**src/rtl/uart_tx_arbiter.sv**
```systemverilog
// rtl/uart_tx_arbiter.sv - round-robin arbiter streaming packets from N_REQ sources into one uart_tx
// Optional feature macro: UART_TX_ARB_CHECKSUM_EN (appends an XOR checksum byte to every packet)
// Ports:
//   clk210_p, reset_p                   210 MHz clock, asynchronous active-high reset
//   req_valid_p/req_data_p/req_last_p   per-requester byte streams, requester i on data bits [8i+7:8i]
//   req_ready_p                         byte accepted when valid & ready
//   grant_p                             one-hot owner of the UART for the current packet
//   fifo_tx_din_p/fifo_tx_wr_en_p       write side of the uart_tx FIFO
//   fifo_tx_empty_p                     uart_tx FIFO empty flag
//   transmit_req_p/transmit_done_p/transmit_done_ack_p  transmit handshake with uart_tx
//   busy_p                              high whenever the FSM is not idle
//   overflow_err_p/err_clr_p            sticky packet-too-long flag and its clear
//   pkt_count_p                         completed packets, wrapping
module uart_tx_arbiter #(
  parameter int N_REQ   = 4,
  parameter int MAX_LEN = 16
) (
  input  logic               clk210_p,
  input  logic               reset_p,
  input  logic [N_REQ-1:0]   req_valid_p,
  input  logic [8*N_REQ-1:0] req_data_p,
  input  logic [N_REQ-1:0]   req_last_p,
  output logic [N_REQ-1:0]   req_ready_p,
  output logic [N_REQ-1:0]   grant_p,
  output logic [7:0]         fifo_tx_din_p,
  output logic               fifo_tx_wr_en_p,
  input  logic               fifo_tx_empty_p,
  output logic               transmit_req_p,
  input  logic               transmit_done_p,
  output logic               transmit_done_ack_p,
  output logic               busy_p,
  output logic               overflow_err_p,
  input  logic               err_clr_p,
  output logic [15:0]        pkt_count_p
);

  localparam int PTR_W = $clog2(N_REQ);
  localparam int CNT_W = $clog2(MAX_LEN + 1);

  // Payload bytes loaded before the rest of a long packet is discarded.
`ifdef UART_TX_ARB_CHECKSUM_EN
  localparam logic [CNT_W-1:0] LIMIT = CNT_W'(MAX_LEN - 1);
`else
  localparam logic [CNT_W-1:0] LIMIT = CNT_W'(MAX_LEN);
`endif

  typedef enum logic [2:0] {
    IDLE      = 3'd0,
    LOAD      = 3'd1,
    FLUSH     = 3'd2,
`ifdef UART_TX_ARB_CHECKSUM_EN
    CKSUM     = 3'd3,
`endif
    SEND      = 3'd4,
    WAIT_DONE = 3'd5,
    ACK       = 3'd6
  } state_t;

`ifdef UART_TX_ARB_CHECKSUM_EN
  localparam state_t AFTER_LAST = CKSUM;
`else
  localparam state_t AFTER_LAST = SEND;
`endif

  state_t           state, state_n;
  logic [PTR_W-1:0] rr_ptr, rr_n, gidx, gidx_n, win_idx;
  logic             win_found;
  logic [N_REQ-1:0] grant_n;
  logic [7:0]       din_n;
  logic             wr_n, txreq_n, ack_n, ovf_n;
  logic [CNT_W-1:0] byte_cnt, cnt_n;
  logic [15:0]      pkt_n;
  logic             take, cur_last;
  logic [7:0]       cur_data;
`ifdef UART_TX_ARB_CHECKSUM_EN
  logic [7:0]       cksum, cksum_n;
`endif

  function automatic logic [PTR_W-1:0] wrap_add(input logic [PTR_W-1:0] base, input int off);
    int s;
    s = int'(base) + off;
    if (s >= N_REQ) s = s - N_REQ;
    return PTR_W'(s);
  endfunction

  // First valid requester at or after the round-robin pointer.
  always_comb begin
    win_found = 1'b0;
    win_idx   = '0;
    for (int i = 0; i < N_REQ; i++) begin
      if (!win_found && req_valid_p[wrap_add(rr_ptr, i)]) begin
        win_found = 1'b1;
        win_idx   = wrap_add(rr_ptr, i);
      end
    end
  end

  assign cur_data    = req_data_p[{gidx, 3'b000} +: 8];
  assign cur_last    = req_last_p[gidx];
  assign req_ready_p = (state == LOAD || state == FLUSH) ? grant_p : '0;
  assign busy_p      = (state != IDLE);

  always_comb begin
    state_n = state;
    grant_n = grant_p;
    gidx_n  = gidx;
    rr_n    = rr_ptr;
    din_n   = fifo_tx_din_p;
    wr_n    = 1'b0;
    cnt_n   = byte_cnt;
    txreq_n = transmit_req_p;
    ack_n   = transmit_done_ack_p;
    pkt_n   = pkt_count_p;
    ovf_n   = err_clr_p ? 1'b0 : overflow_err_p;
    take    = (state == LOAD || state == FLUSH) && req_valid_p[gidx];
`ifdef UART_TX_ARB_CHECKSUM_EN
    cksum_n = cksum;
`endif
    case (state)
      IDLE: begin
        // Only start a packet once the previous one has fully drained.
        if (win_found && fifo_tx_empty_p) begin
          grant_n          = '0;
          grant_n[win_idx] = 1'b1;
          gidx_n           = win_idx;
          rr_n             = (win_idx == PTR_W'(N_REQ - 1)) ? '0 : win_idx + PTR_W'(1);
          cnt_n            = '0;
`ifdef UART_TX_ARB_CHECKSUM_EN
          cksum_n          = '0;
`endif
          state_n          = LOAD;
        end
      end
      LOAD: begin
        if (take) begin
          din_n = cur_data;
          wr_n  = 1'b1;
          cnt_n = byte_cnt + CNT_W'(1);
`ifdef UART_TX_ARB_CHECKSUM_EN
          cksum_n = cksum ^ cur_data;
`endif
          if (cur_last) begin
            state_n = AFTER_LAST;
          end else if (cnt_n == LIMIT) begin
            ovf_n   = 1'b1;   // set overrides a same-cycle clear
            state_n = FLUSH;
          end
        end
      end
      FLUSH: begin
        // Drain the oversize tail; what was loaded is still sent.
        if (take && cur_last) state_n = AFTER_LAST;
      end
`ifdef UART_TX_ARB_CHECKSUM_EN
      CKSUM: begin
        din_n   = cksum;
        wr_n    = 1'b1;
        state_n = SEND;
      end
`endif
      SEND: begin
        txreq_n = 1'b1;
        state_n = WAIT_DONE;
      end
      WAIT_DONE: begin
        if (transmit_done_p) begin
          txreq_n = 1'b0;
          ack_n   = 1'b1;
          state_n = ACK;
        end
      end
      ACK: begin
        if (!transmit_done_p) begin
          ack_n   = 1'b0;
          grant_n = '0;
          pkt_n   = pkt_count_p + 16'd1;
          state_n = IDLE;
        end
      end
      default: state_n = IDLE;
    endcase
  end

  always_ff @(posedge clk210_p or posedge reset_p) begin
    if (reset_p) begin
      state               <= IDLE;
      rr_ptr              <= '0;
      gidx                <= '0;
      grant_p             <= '0;
      fifo_tx_din_p       <= '0;
      fifo_tx_wr_en_p     <= 1'b0;
      byte_cnt            <= '0;
      transmit_req_p      <= 1'b0;
      transmit_done_ack_p <= 1'b0;
      overflow_err_p      <= 1'b0;
      pkt_count_p         <= '0;
`ifdef UART_TX_ARB_CHECKSUM_EN
      cksum               <= '0;
`endif
    end else begin
      state               <= state_n;
      rr_ptr              <= rr_n;
      gidx                <= gidx_n;
      grant_p             <= grant_n;
      fifo_tx_din_p       <= din_n;
      fifo_tx_wr_en_p     <= wr_n;
      byte_cnt            <= cnt_n;
      transmit_req_p      <= txreq_n;
      transmit_done_ack_p <= ack_n;
      overflow_err_p      <= ovf_n;
      pkt_count_p         <= pkt_n;
`ifdef UART_TX_ARB_CHECKSUM_EN
      cksum               <= cksum_n;
`endif
    end
  end

endmodule

```
**config.mk**
```make
export PLATFORM = sky130hd
export DESIGN_NAME = uart_tx_arbiter
export DESIGN_NICKNAME = d
export VERILOG_FILES = /design/src/rtl/uart_tx_arbiter.sv
export SDC_FILE = /design/constraint.sdc
export NUM_CORES = 1
export LEC_CHECK = 0
export BUFFER_PORTS_ARGS = -buffer_cell sky130_fd_sc_hd__buf_2
export CAP_MARGIN = 20
export CORE_ASPECT_RATIO = 0.8
export CORE_MARGIN = 2
export CORE_UTILIZATION = 36
export DETAILED_ROUTE_END_ITERATION = 16
export PLACE_DENSITY_LB_ADDON = 0.08
export REMOVE_ABC_BUFFERS = 1
export SETUP_SLACK_MARGIN = 0.3
export SYNTH_ARGS = -nofsm -noshare
export SYNTH_HDL_FRONTEND = slang
export SYNTH_SLANG_ARGS = --single-unit
```
**constraint.sdc**
```tcl
create_clock -name clk210_p -period 2.2 [get_ports clk210_p]
set_input_delay 0.22 -clock clk210_p [delete_from_list [all_inputs] [get_ports clk210_p]]
set_output_delay 0.22 -clock clk210_p [all_outputs]
set_load 0.1 [all_outputs]
```
==> impl_metrics.json <==
{
  "worst_pin_slew_ns": 0.5493,
  "start_kind": "flip-flop",
  "drive_gt1_share_pct": 42.12,
  "path_max_fanout": 3,
  "post-route-period-util_pct": 84.26,
  "hold_viol_final": 0,
  "power.leakage_nw": 1.551,
  "p_per_area_nw_per_um2": 1501,
  "cts_root_buf": "clkbuf_8",
  "seqPwrFrac_pct": 25.4,
  "num_vias": 1972,
  "path_cells": "mux4_2 -> buf_4 -> a211oi_4 -> nor4_2 -> mux2_4",
  "ys_seq_area_share_pct": 45.43,
  "die_h_um": 77.39,
  "core_area_um2": 6441,
  "placed_cell_area_um2": 3022,
  "regToRegSetupSlack_ns": 0.35,
  "slew_headroom_pct": 62.90,
  "clk_pin_slew_ns": 0.09,
  "top_usage_layer": "met2",
  "globalRouteMet1Util_pct": 24.19,
  "rows": 26,
  "wl_per_cell_um": 14.19,
  "clockBufferDepth": 2,
  "grt_pass1_wl_um": 9577,
  "worstPathRequired_ns": 2.39,
  "fillCellCount": 624,
  "ys_warn_count": 0,
  "grt_use_met2_pct": 24.20,
  "swShare_pct": 53.15,
  "pin_count": 82,
  "tritoncts": "yes",
  "start_util_pct": 37.63,
  "drtAntennaViolNets": 0,
  "dr.first_iter.drc_count": 80,
  "cp.arrival_ns": 2.04,
  "die_w_um": 95.74,
  "netlist_area_um2": 2424,
  "combPwrFrac_pct": 61.7,
  "syn_inst": 217,
  "layout.nets": 361,
  "seq_area_um2": 1102,
  "antenna_found_initial": 0,
  "cp-end-kind": "flip-flop",
  "hp-class": "input port to asynchronous set/reset pin",
  "die_area_um2": 7408,
  "fin_area_um2": 3217,
  "internal_power_mw": 2.262,
  "clock_skew_ns": 0.01262,
  "setup_violations": 0,
  "final_max_slew_viol_count": 0,
  "grt_pass1_vias": 1919,
  "grt_util_all_layers_pct": 16.59,
  "slowest_delay_ns": 0.55,
  "diodes": 0,
  "p_clk_share_pct": 13.0,
  "syn_area_per_cell_um2": 11.17,
  "synth_cell_type_count": 41,
  "status": "completed",
  "p_total_mw": 4.828,
  "grt_max_degree": 45,
  "wl_um": 5607,
  "multi_input_area_um2": 1286,
  "gr-usage-met3_pct": 4.660,
  "remaining_drc_errors": 0,
  "area_delta_synth_final_pct": 32.73,
  "p_switching_mw": 2.566,
  "viasPerCell": 4.992,
  "final_cell_mix": "buf_2, dfrtp_1, nand2_1",
  "clock_latency_ns": 0.30,
  "numCtsBuffers": 5,
  "cts_hold_buf": 0,
  "max_cap_violations": 0,
  "fmax_mhz": 539.5,
  "dr.pass1.iters": 4,
  "final_common_cell": "buf_2",
  "h-tree-depth": 2,
  "routabilityCongestion": 0.8524,
  "dp_hpwl_um": 4173,
  "cp_slowest_cell": "mux4_2",
  "grt_overflow": 0,
  "rsz0062_at_grt": "true",
  "ir_drop_uv": 1029,
  "ys_ff_latch": 44,
  "fin_crit_ns": 1.854,
  "critical_path_class": "flip-flop to flip-flop",
  "port-buffer-count": 81,
  "cts_num_sinks": 44
}
[final cells by class]
class	count	share of cell area (%)
clock buffer	5	2.139
clock inverter	3	1.322
tap	84	3.267
timing repair buffer	94	17.62
inverter	12	1.400
sequential	44	34.27
multi-input combinational	153	39.98
[path summary, 6_finish.rpt]
path / start / depth (start not counted) / end
max: gidx[0]$_DFFE_PP0P_ / 5 / state[1]$_DFFE_PP0P_
min: reset_p / 3 / fifo_tx_din_p[7]$_DFFE_PP0P_
max reg2reg: gidx[0]$_DFFE_PP0P_ / 5 / state[1]$_DFFE_PP0P_
min reg2reg: pkt_count_p[12]$_DFFE_PP0P_ / 1 / pkt_count_p[12]$_DFFE_PP0P_
max in group asynchronous: reset_p / 3 / state[1]$_DFFE_PP0P_
min in group clk210_p: err_clr_p / 2 / overflow_err_p$_DFF_PP0_
[metal layers]
layer  wire length, um  vias to the layer above
li1                  -                      968
met1              2730                      944
met2              2472                       52
met3               327                        8
met4                77                        0
met5                 0                        -
[power groups by stage]
stage | Combinational [mW] | Clock, mW | Sequential [mW]
after floorplan | 1.04 | 0 | 2.38
after global placement | 2.83 | 0 | 1.25
after detailed placement | 2.84 | 0 | 1.25
after CTS | 2.91 | 0.651 | 1.23
after global routing | 3.15 | 0.689 | 1.27
final | 2.98 | 0.626 | 1.23
[worst max-delay path: cells and delay by family, from the launching register on]
family / cells / cell delay (ns)
multiplexers: 2 / 0.85
flip-flops: 1 / 0.41
AO/OA/AOI/OAI: 1 / 0.22
buffers and inverters: 1 / 0.17
AND/OR/NAND/NOR: 1 / 0.09
[synthesized netlist by cell type, drive strengths merged]
cell type	n	share of area (%)
a21o	1	0.31
nand3	9	1.9
clkbuf	5	0.77
nor2b	2	0.52
o41ai	1	0.36
mux4	10	11
xor2	5	1.8
a311oi	1	0.62
o21a	1	0.31
o211ai	2	0.62
nor4	3	1.3
o22ai	1	0.26
o41a	1	0.46
o32ai	1	0.36
a21oi	11	2.3
o21ai	14	2.9
buf	3	0.88
nand2b	2	0.52
a211oi	1	0.52
ha	6	3.1
dfrtp	44	45
and2	5	1.3
and4bb	1	0.52
nor3	1	0.21
xnor2	12	4.3
a32o	2	1.3
a221oi	1	0.36
and3	2	0.52
inv	12	1.9
mux2	13	6.2
and4	1	0.36
nor2	9	1.4
nand4	5	1.3
nand2	27	4.2
or3	2	0.52
[logic make-up after synthesis]
group                      Yosys count  synth area share [%]
AOI/OAI and AO/OA                   38                 10.64
xor gates and xnor gates            17                 6.143
adders and majority gates            6                 3.097
buffers and inverters               20                 3.511
DFF                                 44                 45.43
muxes                               23                 16.73
and+or+nand+nor                     69                 14.45
[sequential cells by signal, summed over array words and instances (netlist names)]
register             flops
overflow_err_p           1
pkt_count_p             16
state                    3
gidx                     2
transmit_done_ack_p      1
fifo_tx_wr_en_p          1
fifo_tx_din_p            8
byte_cnt                 5
grant_p                  4
rr_ptr                   2
transmit_req_p           1
[what timing repair did]
| item | CTS | global route |
|---|---|---|
| pin swaps | 0 | 2 |
| setup buffers | 2 | 2 |
| resized for setup | 4 | 9 |
| setup endpoints to repair | 6 | 10 |
| cloned | 0 | 0 |
[stage by stage]
| step | setup WS, ns | instances | hold slack, ns | TNS, ns | util (%) |
|---|---|---|---|---|---|
| floorplan | -0.3217 | 209 | 0.3230 | -1.393 | - |
| global placement | 0.2582 | 383 | 0.4064 | 0 | 46.91 |
| detailed placement | 0.2264 | 383 | 0.4062 | 0 | 46.91 |
| CTS | 0.3165 | 393 | 0.07280 | 0 | 49.13 |
| global route | 0.2811 | 395 | 0.09746 | 0 | 49.94 |
| finish | 0.3463 | 395 | 0.05632 | 0 | 49.94 |
Note: power is estimated with default switching activity, not from simulation.
